$ cat src/rtl/power_sequencer.sv
// Power rail sequencer: ordered rail ramp-up/ramp-down with a programmable dwell,
// debounced external fault monitoring, power-good supervision and a sticky fault record.
module power_sequencer #(
  parameter int NUM_RAILS       = 4,
  parameter int NUM_FAULTS      = 2,
  parameter int STEP_CYCLES     = 50000,
  parameter int DEBOUNCE_CYCLES = 1000
) (
  input  logic                  clk,
  input  logic                  reset,
  input  logic                  start,
  input  logic                  stop,
  input  logic                  clear_fault,
  input  logic [NUM_FAULTS-1:0] fault_in,
  input  logic [NUM_RAILS-1:0]  rail_pgood,
  output logic [NUM_RAILS-1:0]  rail_en,
  output logic                  shutdown,
  output logic [NUM_FAULTS-1:0] fault_latched,
  output logic [NUM_RAILS-1:0]  pgood_fault,
  output logic [2:0]            state,
  output logic                  busy
);

  localparam int IDX_W = (NUM_RAILS > 1) ? $clog2(NUM_RAILS) : 1;
  localparam int TMR_W = $clog2(STEP_CYCLES);
  localparam int DB_W  = $clog2(DEBOUNCE_CYCLES + 1);

  localparam logic [IDX_W-1:0] LAST_IDX = IDX_W'(NUM_RAILS - 1);
  localparam logic [IDX_W-1:0] IDX_ONE  = IDX_W'(1);
  localparam logic [TMR_W-1:0] TMR_LAST = TMR_W'(STEP_CYCLES - 1);
  localparam logic [TMR_W-1:0] TMR_ONE  = TMR_W'(1);
  localparam logic [DB_W-1:0]  DB_MAX   = DB_W'(DEBOUNCE_CYCLES);
  localparam logic [DB_W-1:0]  DB_ONE   = DB_W'(1);

  typedef enum logic [2:0] {
    ST_OFF       = 3'd0,
    ST_RAMP_UP   = 3'd1,
    ST_ON        = 3'd2,
    ST_RAMP_DOWN = 3'd3,
    ST_FAULT     = 3'd4
  } state_t;

  state_t                  state_r, state_nxt;
  logic [IDX_W-1:0]        idx_r, idx_nxt;
  logic [TMR_W-1:0]        timer_r, timer_nxt;
  logic [NUM_RAILS-1:0]    rail_en_nxt, pgood_fault_nxt;
  logic [NUM_FAULTS-1:0]   fault_latched_nxt;
  logic                    shutdown_nxt;

  logic [NUM_FAULTS-1:0]   fault_s1, fault_s2;
  logic [NUM_RAILS-1:0]    pgood_s1, pgood_s2;
  logic [DB_W-1:0]         db_cnt [NUM_FAULTS];
  logic [NUM_FAULTS-1:0]   fault_db;
  logic                    any_fault;
  logic                    timer_done;

  always_ff @(posedge clk or posedge reset) begin
    if (reset) begin
      fault_s1 <= '0;
      fault_s2 <= '0;
      pgood_s1 <= '0;
      pgood_s2 <= '0;
    end else begin
      fault_s1 <= fault_in;
      fault_s2 <= fault_s1;
      pgood_s1 <= rail_pgood;
      pgood_s2 <= pgood_s1;
    end
  end

  // Saturating run-length counters; a single low sample restarts the qualification.
  always_ff @(posedge clk or posedge reset) begin
    if (reset) begin
      for (int i = 0; i < NUM_FAULTS; i++) db_cnt[i] <= '0;
    end else begin
      for (int i = 0; i < NUM_FAULTS; i++) begin
        if (!fault_s2[i])
          db_cnt[i] <= '0;
        else if (db_cnt[i] != DB_MAX)
          db_cnt[i] <= db_cnt[i] + DB_ONE;
      end
    end
  end

  always_comb begin
    for (int i = 0; i < NUM_FAULTS; i++) fault_db[i] = (db_cnt[i] == DB_MAX);
  end

  assign any_fault  = |fault_db;
  assign timer_done = (timer_r == TMR_LAST);

  always_ff @(posedge clk or posedge reset) begin
    if (reset) begin
      state_r       <= ST_OFF;
      idx_r         <= '0;
      timer_r       <= '0;
      rail_en       <= '0;
      shutdown      <= 1'b1;
      fault_latched <= '0;
      pgood_fault   <= '0;
    end else begin
      state_r       <= state_nxt;
      idx_r         <= idx_nxt;
      timer_r       <= timer_nxt;
      rail_en       <= rail_en_nxt;
      shutdown      <= shutdown_nxt;
      fault_latched <= fault_latched_nxt;
      pgood_fault   <= pgood_fault_nxt;
    end
  end

  always_comb begin
    state_nxt         = state_r;
    idx_nxt           = idx_r;
    timer_nxt         = timer_r;
    rail_en_nxt       = rail_en;
    pgood_fault_nxt   = pgood_fault;
    fault_latched_nxt = fault_latched | fault_db;

    case (state_r)
      ST_OFF: begin
        if (any_fault) begin
          state_nxt = ST_FAULT;
        end else if (start) begin
          state_nxt      = ST_RAMP_UP;
          idx_nxt        = '0;
          timer_nxt      = '0;
          rail_en_nxt    = '0;
          rail_en_nxt[0] = 1'b1;
        end
      end

      ST_RAMP_UP: begin
        if (any_fault) begin
          state_nxt = ST_FAULT;
        end else if (stop) begin
          state_nxt = ST_RAMP_DOWN;
          timer_nxt = '0;
        end else if (timer_done) begin
          timer_nxt = '0;
          if (!pgood_s2[idx_r]) begin
            pgood_fault_nxt[idx_r] = 1'b1;
            state_nxt              = ST_FAULT;
          end else if (idx_r == LAST_IDX) begin
            state_nxt = ST_ON;
          end else begin
            idx_nxt              = idx_r + IDX_ONE;
            rail_en_nxt[idx_nxt] = 1'b1;
          end
        end else begin
          timer_nxt = timer_r + TMR_ONE;
        end
      end

      ST_ON: begin
        if (any_fault) begin
          state_nxt = ST_FAULT;
        end else if (~pgood_s2 != '0) begin
          pgood_fault_nxt = pgood_fault | ~pgood_s2;
          state_nxt       = ST_FAULT;
        end else if (stop) begin
          state_nxt = ST_RAMP_DOWN;
          idx_nxt   = LAST_IDX;
          timer_nxt = '0;
        end
      end

      ST_RAMP_DOWN: begin
        if (any_fault) begin
          state_nxt = ST_FAULT;
        end else if (timer_done) begin
          timer_nxt          = '0;
          rail_en_nxt[idx_r] = 1'b0;
          if (idx_r == '0)
            state_nxt = ST_OFF;
          else
            idx_nxt = idx_r - IDX_ONE;
        end else begin
          timer_nxt = timer_r + TMR_ONE;
        end
      end

      ST_FAULT: begin
        if (clear_fault && !any_fault) begin
          state_nxt         = ST_OFF;
          fault_latched_nxt = '0;
          pgood_fault_nxt   = '0;
        end
      end

      default: state_nxt = ST_FAULT;
    endcase

    // Fault entry drops every rail at once rather than sequencing them down.
    if (state_nxt == ST_FAULT) rail_en_nxt = '0;
    shutdown_nxt = (state_nxt != ST_ON);
  end

  assign state = state_r;
  assign busy  = (state_r == ST_RAMP_UP) || (state_r == ST_RAMP_DOWN);

endmodule

$ cat config.mk
export PLATFORM = sky130hd
export DESIGN_NAME = power_sequencer
export DESIGN_NICKNAME = d
export VERILOG_FILES = /design/src/rtl/power_sequencer.sv
export SDC_FILE = /design/constraint.sdc
export NUM_CORES = 1
export LEC_CHECK = 0
export ABC_CLOCK_PERIOD_IN_PS = 2050
export BUFFER_PORTS_ARGS = -buffer_cell sky130_fd_sc_hd__clkbuf_2
export CAP_MARGIN = 20
export CORE_MARGIN = 2
export CORE_UTILIZATION = 48
export DETAILED_ROUTE_END_ITERATION = 7
export PLACE_DENSITY = 0.69
export SLEW_MARGIN = 5
export SYNTH_ARGS = -nofsm -noshare
export SYNTH_HDL_FRONTEND = slang
export SYNTH_SLANG_ARGS = --single-unit
$ cat constraint.sdc
create_clock -name clk -period 2.05 [get_ports clk]
set_input_delay 0.205 -clock clk [delete_from_list [all_inputs] [get_ports clk]]
set_output_delay 0.205 -clock clk [all_outputs]
set_load 0.05 [all_outputs]
==> flow_summary.json, run 1 <==
{
  "outcome": "complete, but fails checks",
  "violations": "negative setup slack",
  "numPlacedInstances": 496,
  "ys_seq_area_share_pct": 47.5,
  "htreeDepth": 3,
  "start_util_pct": 49.7,
  "wl_per_cell_um": 14.9,
  "synthArstFlopShare_pct": 100,
  "grt_pass1_wl_um": 13500,
  "crit_fanout": 8,
  "drc": 0,
  "fin_crit_sh_pct": 101,
  "endpoint_kind": "flip-flop",
  "port_buffers": 25,
  "p_total_mw": 4.81,
  "synth_edf_count": 0,
  "instances_no_fill": 525,
  "synth-seq-cells": 64,
  "num_rows": 30,
  "grt_usage_pct": 22.5,
  "maxSlewHeadroom_pct": 69.2,
  "drtAntennaViolNets": 0,
  "fin_util_pct": 63.7,
  "crit_family": "simple AND/OR/NAND/NOR gates",
  "crit_required_ps": 2350,
  "final_common_cell": "dfrtp_1",
  "arrival_ps": 2360,
  "critPathKind": "flip-flop to flip-flop",
  "routed_wl_um": 7820,
  "grt_max_degree": 30,
  "slew_viol_final": 0,
  "dpl-instance-area_um2": 3930,
  "max_freq_mhz": 485,
  "gp_congestion": 0.919,
  "synthCells": 342,
  "power_density_nw_per_um2": 1110,
  "synth_nets": 365,
  "skew_ps": 9.57,
  "critPathBufInv": 1,
  "drv_cap": 0,
  "crit_path_start_kind": "flip-flop",
  "max_stage_delay_ps": 600,
  "grt_overflow": 0,
  "numCtsBuffers": 9,
  "hold_slack_ps": 313,
  "num_antenna_cells": 0,
  "final_nets": 447,
  "rsz0062_at_grt": "yes",
  "clockBufferDepth": 2,
  "root_buffer": "clkbuf_8",
  "first_iter_violations": 169,
  "stdcell_area_um2": 4330,
  "via_count": 2887,
  "cts_tree": "yes",
  "avgSynthCellArea_um2": 9.87,
  "die_h_um": 87.8,
  "drt_pre_antenna_iters": 4,
  "layout_common_cells": "dfrtp_1 (60), buf_4 (49), nand3_1 (26)",
  "cpMaxStageDelayCell": "or4_4",
  "tightest_slew_ps": 461,
  "synth_cell_type_count": 60,
  "hold_viol": 0,
  "dp_hpwl_um": 5600,
  "clkSlewWorstSetupHoldPaths_ps": 80,
  "grt_pass1_vias": 2877,
  "die_area_um2": 7720,
  "syn_to_final_growth_pct": 28.2,
  "vdd_drop_max_mv": 0.627,
  "finalCriticalPeriod_ps": 2060,
  "crit_chain": "inv_1, ha_2, nand4b_1, nor4_4, or4_4, or4_1, nand3_1",
  "yosys_warnings": 0,
  "die_x_um": 87.8,
  "ioPinCount": 26,
  "synth-main-ff-cell": "dfrtp_1",
  "syn_area_um2": 3370,
  "layout_setup_ws_ps": -11.2,
  "hold_path_class": "primary input to flip-flop",
  "core_area_um2": 6790,
  "insertion_delay_ps": 360,
  "antenna_found_initial": 0,
  "drive_above_1_share_pct": 27.5,
  "setup_viol": 1,
  "cts.sinks": 64,
  "p_leak_nw": 1.97,
  "via_per_inst": 5.50,
  "fillerInstances": 559
}
registers in the layout, indices dropped and copies added (netlist names), 3 cells and up:
register / count
pgood_s1: 4
state: 3
pgood_s2: 4
pgood_fault: 4
timer_r: 16
rail_en: 4
db_cnt: 20
path summary, 6_finish.rpt:
path | start | to | slack, ps | cells past startpoint
setup reg to reg | db_cnt[11] | timer_r[3] | -10 | 7
hold reg to reg | fault_s1[1] | fault_s2[1] | 350 | 0
setup / recovery | db_cnt[11] | timer_r[3] | -10 | 7
max in group asynchronous | reset | shutdown | 1060 | 4
hold / removal | clear_fault | pgood_fault[0] | 310 | 4
min in group asynchronous | reset | pgood_s1[0] | 400 | 3
area by class of cell:
cell class	instances	area, um^2	share of cell area, %
clock buffer	9	124	2.86
multi-input combinational	252	1730	40.1
tap	96	120	2.78
timing repair buffer	82	583	13.5
sequential	64	1610	37.1
inverter	15	56.3	1.30
clock inverter	7	103	2.37
power by group:
group	internal [mW]	switching [mW]	leakage (nW)
logic	0.771	1.26	1.03
clock network	0.696	0.551	0.110
registers	1.41	0.118	0.829
total	2.88	1.93	1.97
logic make-up (layout without fill, tap and decap cells):
group	after synthesis	count (layout)	share of synthesized area (%)
DFF	64	64	47.5
adders and majority gates	12	12	4.45
xor gates and xnor gates	17	17	4.41
muxes	4	4	1.59
and+or+nand+nor	148	148	24.7
buffers and inverters	26	113	3.60
AOI/OAI and AO/OA	71	71	13.8
per-stage QoR:
step                      TNS [ps]  setup WS, ps
after floorplan              -28.8         -28.8
after global placement           0          26.9
after detailed placement         0          15.4
after CTS                        0          6.85
after global routing          -342         -73.0
final                        -11.2         -11.2
layer usage:
metal / wire [um] / up-vias / GRT usage, %
li1: - / 1404 / -
met1: 3600 / 1402 / 30.1
met2: 3780 / 71 / 35.1
met3: 343 / 10 / 6.03
met4: 99 / 0 / 8.67
met5: 0 / - / 0
tightest hold or removal path, stage by stage:
cell,delay [ps]
clkbuf_2,90
nand4_1,80
buf_4,140
o2bb2ai_1,110
cells in the mapped netlist, drive strengths merged, types with 2 or more instances:
library cell	count	area share (%)
a211oi	4	0.89
a21o	2	0.44
a21oi	13	1.9
a22o	2	0.52
a31oi	4	0.74
and2	16	3.0
and3	7	1.3
and4	2	0.56
and4b	2	0.59
buf	7	1.5
clkbuf	4	0.44
dfrtp	63	47
ha	12	4.4
inv	15	1.7
mux2i	2	0.59
nand2	24	2.7
nand2b	4	0.74
nand3	26	3.9
nand4	10	1.9
nand4b	2	0.52
nor2	20	2.3
nor2b	8	1.6
nor3	9	1.3
nor4	6	1.5
o21a	3	0.67
o21ai	19	2.8
o22ai	3	0.56
o2bb2ai	4	1.0
o31ai	7	1.6
o41ai	2	0.52
or3b	2	0.52
or4	5	1.2
xnor2	10	2.6
xor2	7	1.8
repair_timing:
item	in CTS	in global routing
resized for setup	0	15
endpoints found under the setup margin	1	18
hold buffers	7	0
setup buffers	1	5
endpoints found under the hold margin	26	0
pin swaps	1	2
Power figures use the tool's default switching activity.
==> inputs of run 2 (changes only) <==
--- a/config.mk
+++ b/config.mk
@@ -5,13 +5,13 @@
 export SDC_FILE = /design/constraint.sdc
 export NUM_CORES = 1
 export LEC_CHECK = 0
-export ABC_CLOCK_PERIOD_IN_PS = 2050
+export ABC_CLOCK_PERIOD_IN_PS = 2300
 export BUFFER_PORTS_ARGS = -buffer_cell sky130_fd_sc_hd__clkbuf_2
 export CAP_MARGIN = 20
 export CORE_MARGIN = 2
 export CORE_UTILIZATION = 48
 export DETAILED_ROUTE_END_ITERATION = 7
-export PLACE_DENSITY = 0.69
+export PLACE_DENSITY = 0.66
 export SLEW_MARGIN = 5
 export SYNTH_ARGS = -nofsm -noshare
 export SYNTH_HDL_FRONTEND = slang
==> constraint.sdc (replaced) <==
create_clock -name clk -period 2.3 [get_ports clk]
set_input_delay 0.23 -clock clk [delete_from_list [all_inputs] [get_ports clk]]
set_output_delay 0.23 -clock clk [all_outputs]
set_load 0.05 [all_outputs]
==> run 2 against run 1 <==
Compared with the run above: the flow now finishes without violations; setup slack better by 120 ps; non-clock buffer count is 37 lower; die area stayed put; combinational power is 24% lower; worst hold slack better by 43 ps; sequential power is 10% lower; largest cell class unchanged; fmax is 6.0% lower; first-iteration DRC count is 51% higher; sequential share of layout area is 3.4 points higher; critical path depth is 1 lower.
==> flow_summary.json, run 2 (synthesis results as in run 1) <==
{
  "hold_viol": 0,
  "final_nets": 410,
  "die_x_um": 87.8,
  "rsz0062_at_grt": "no",
  "largest_register_ffs": 20,
  "grt_pass1_wl_um": 12700,
  "crit_required_ps": 2580,
  "outcome": "finished, final reports clean",
  "root_buffer": "clkbuf_8",
  "skew_ps": 8.49,
  "tightest_slew_ps": 551,
  "syn_to_final_growth_pct": 17.3,
  "vdd_drop_max_mv": 0.457,
  "grt_usage_pct": 21.3,
  "setup_viol": 0,
  "cpMaxStageDelayCell": "or4_1",
  "worstHoldStart": "fault_s1[1]",
  "clkSlewWorstSetupHoldPaths_ps": 70,
  "drtAntennaViolNets": 0,
  "grt_overflow": 0,
  "final.setup.tns_ps": 0,
  "setup.worst_path.start": "timer_r[0]",
  "num_antenna_cells": 0,
  "die_area_um2": 7720,
  "top_regs": "db_cnt (20), timer_r (16)",
  "gp_congestion": 0.866,
  "p_leak_nw": 1.76,
  "numCtsBuffers": 9,
  "post_cts.repair.setup_buffers": 0,
  "cts_tree": "yes",
  "ioPinCount": 26,
  "htreeDepth": 3,
  "routed_wl_um": 7480,
  "port_buffers": 25,
  "crit_chain": "ha_1, and4b_1, and4_2, or2_2, or4_1, o21ai_1",
  "maxSlewHeadroom_pct": 63.0,
  "core_area_um2": 6790,
  "hold_path_class": "flip-flop to flip-flop",
  "fin_crit_sh_pct": 95.3,
  "grt_max_degree": 65,
  "die_h_um": 87.8,
  "fin_util_pct": 58.3,
  "via_count": 2798,
  "final_common_cell": "dfrtp_1",
  "cts.sinks": 64,
  "grt_pass1_vias": 2738,
  "drv_cap": 0,
  "r2r_start": "timer_r[0]",
  "first_iter_violations": 255,
  "max_freq_mhz": 456,
  "max_stage_delay_ps": 480,
  "top_register": "db_cnt",
  "num_rows": 30,
  "critPathKind": "flip-flop to flip-flop",
  "endpoint_kind": "flip-flop",
  "layout_common_cells": "dfrtp_1 (63), nand3_1 (26), clkbuf_2 (25)",
  "power_density_nw_per_um2": 1020,
  "slew_viol_final": 0,
  "finalCriticalPeriod_ps": 2190,
  "dp_hpwl_um": 5100,
  "crit_path_start_kind": "flip-flop",
  "place_ws_ps": 150,
  "p_total_mw": 4.04,
  "via_per_inst": 5.73,
  "drive_above_1_share_pct": 17.3,
  "wl_per_cell_um": 15.3,
  "drc": 0,
  "insertion_delay_ps": 360,
  "antenna_found_initial": 0,
  "layout_setup_ws_ps": 108,
  "start_util_pct": 49.7,
  "drt_pre_antenna_iters": 4,
  "arrival_ps": 2470,
  "clockBufferDepth": 2,
  "crit_fanout": 9,
  "regToRegSetupSlack_ps": 110
}
[run 2: stage by stage]
step           area, um^2  hold WS (ps)  cells
6_report             3960           356    488
5_1_grt              3960           368    488
4_1_cts              3960           359    488
3_5_place_dp         3660           312    465
3_3_place_gp         3660           307    465
2_1_floorplan        3380           261    342
[run 2: power by group]
part	leakage (nW)	switching (mW)	total, mW	internal (mW)
Sequential	0.832	0.120	1.37	1.25
Clock	0.107	0.485	1.10	0.616
Combinational	0.823	1.04	1.56	0.525
[run 2: repair_timing]
item | in CTS | in global routing
hold endpoints to repair | 69 | 0
endpoints found under the setup margin | 0 | 2
gates resized for setup | 0 | 1
hold buffers | 7 | 0
[run 2: critical path: cells and delay by family, from the launching register on]
family	cells	cell delay (ps)
adders and majority gates	1	260
AOI/OAI and AO/OA	1	90
and+or+nand+nor	4	1340
DFF	1	420
[run 2: worst paths after layout]
check / endpoint / cells past startpoint
max in group asynchronous: shutdown / 4
min in group asynchronous: fault_s1[1] / 4
worst min register to register: fault_s2[1] / 0
worst max register to register: timer_r[15] / 6
worst min-delay path: fault_s2[1] / 0
worst max-delay path: timer_r[15] / 6
[run 2: area by class of cell]
type                            count  area, um^2
Multi-Input combinational cell    252        1650
Clock buffer                       10         128
Inverter                           15        56.3
Fill cell                         593        2840
Sequential cell                    64        1600
Timing Repair Buffer               45         305
Tap cell                           96         120
Clock inverter                      6        93.8
[run 2: routing by layer]
layer	GRT usage [%]	vias to the layer above	wire, um
met3	5.47	13	380
met5	0	-	0
met1	28.8	1365	3530
li1	-	1336	-
met2	32.8	84	3470
met4	8.53	0	112
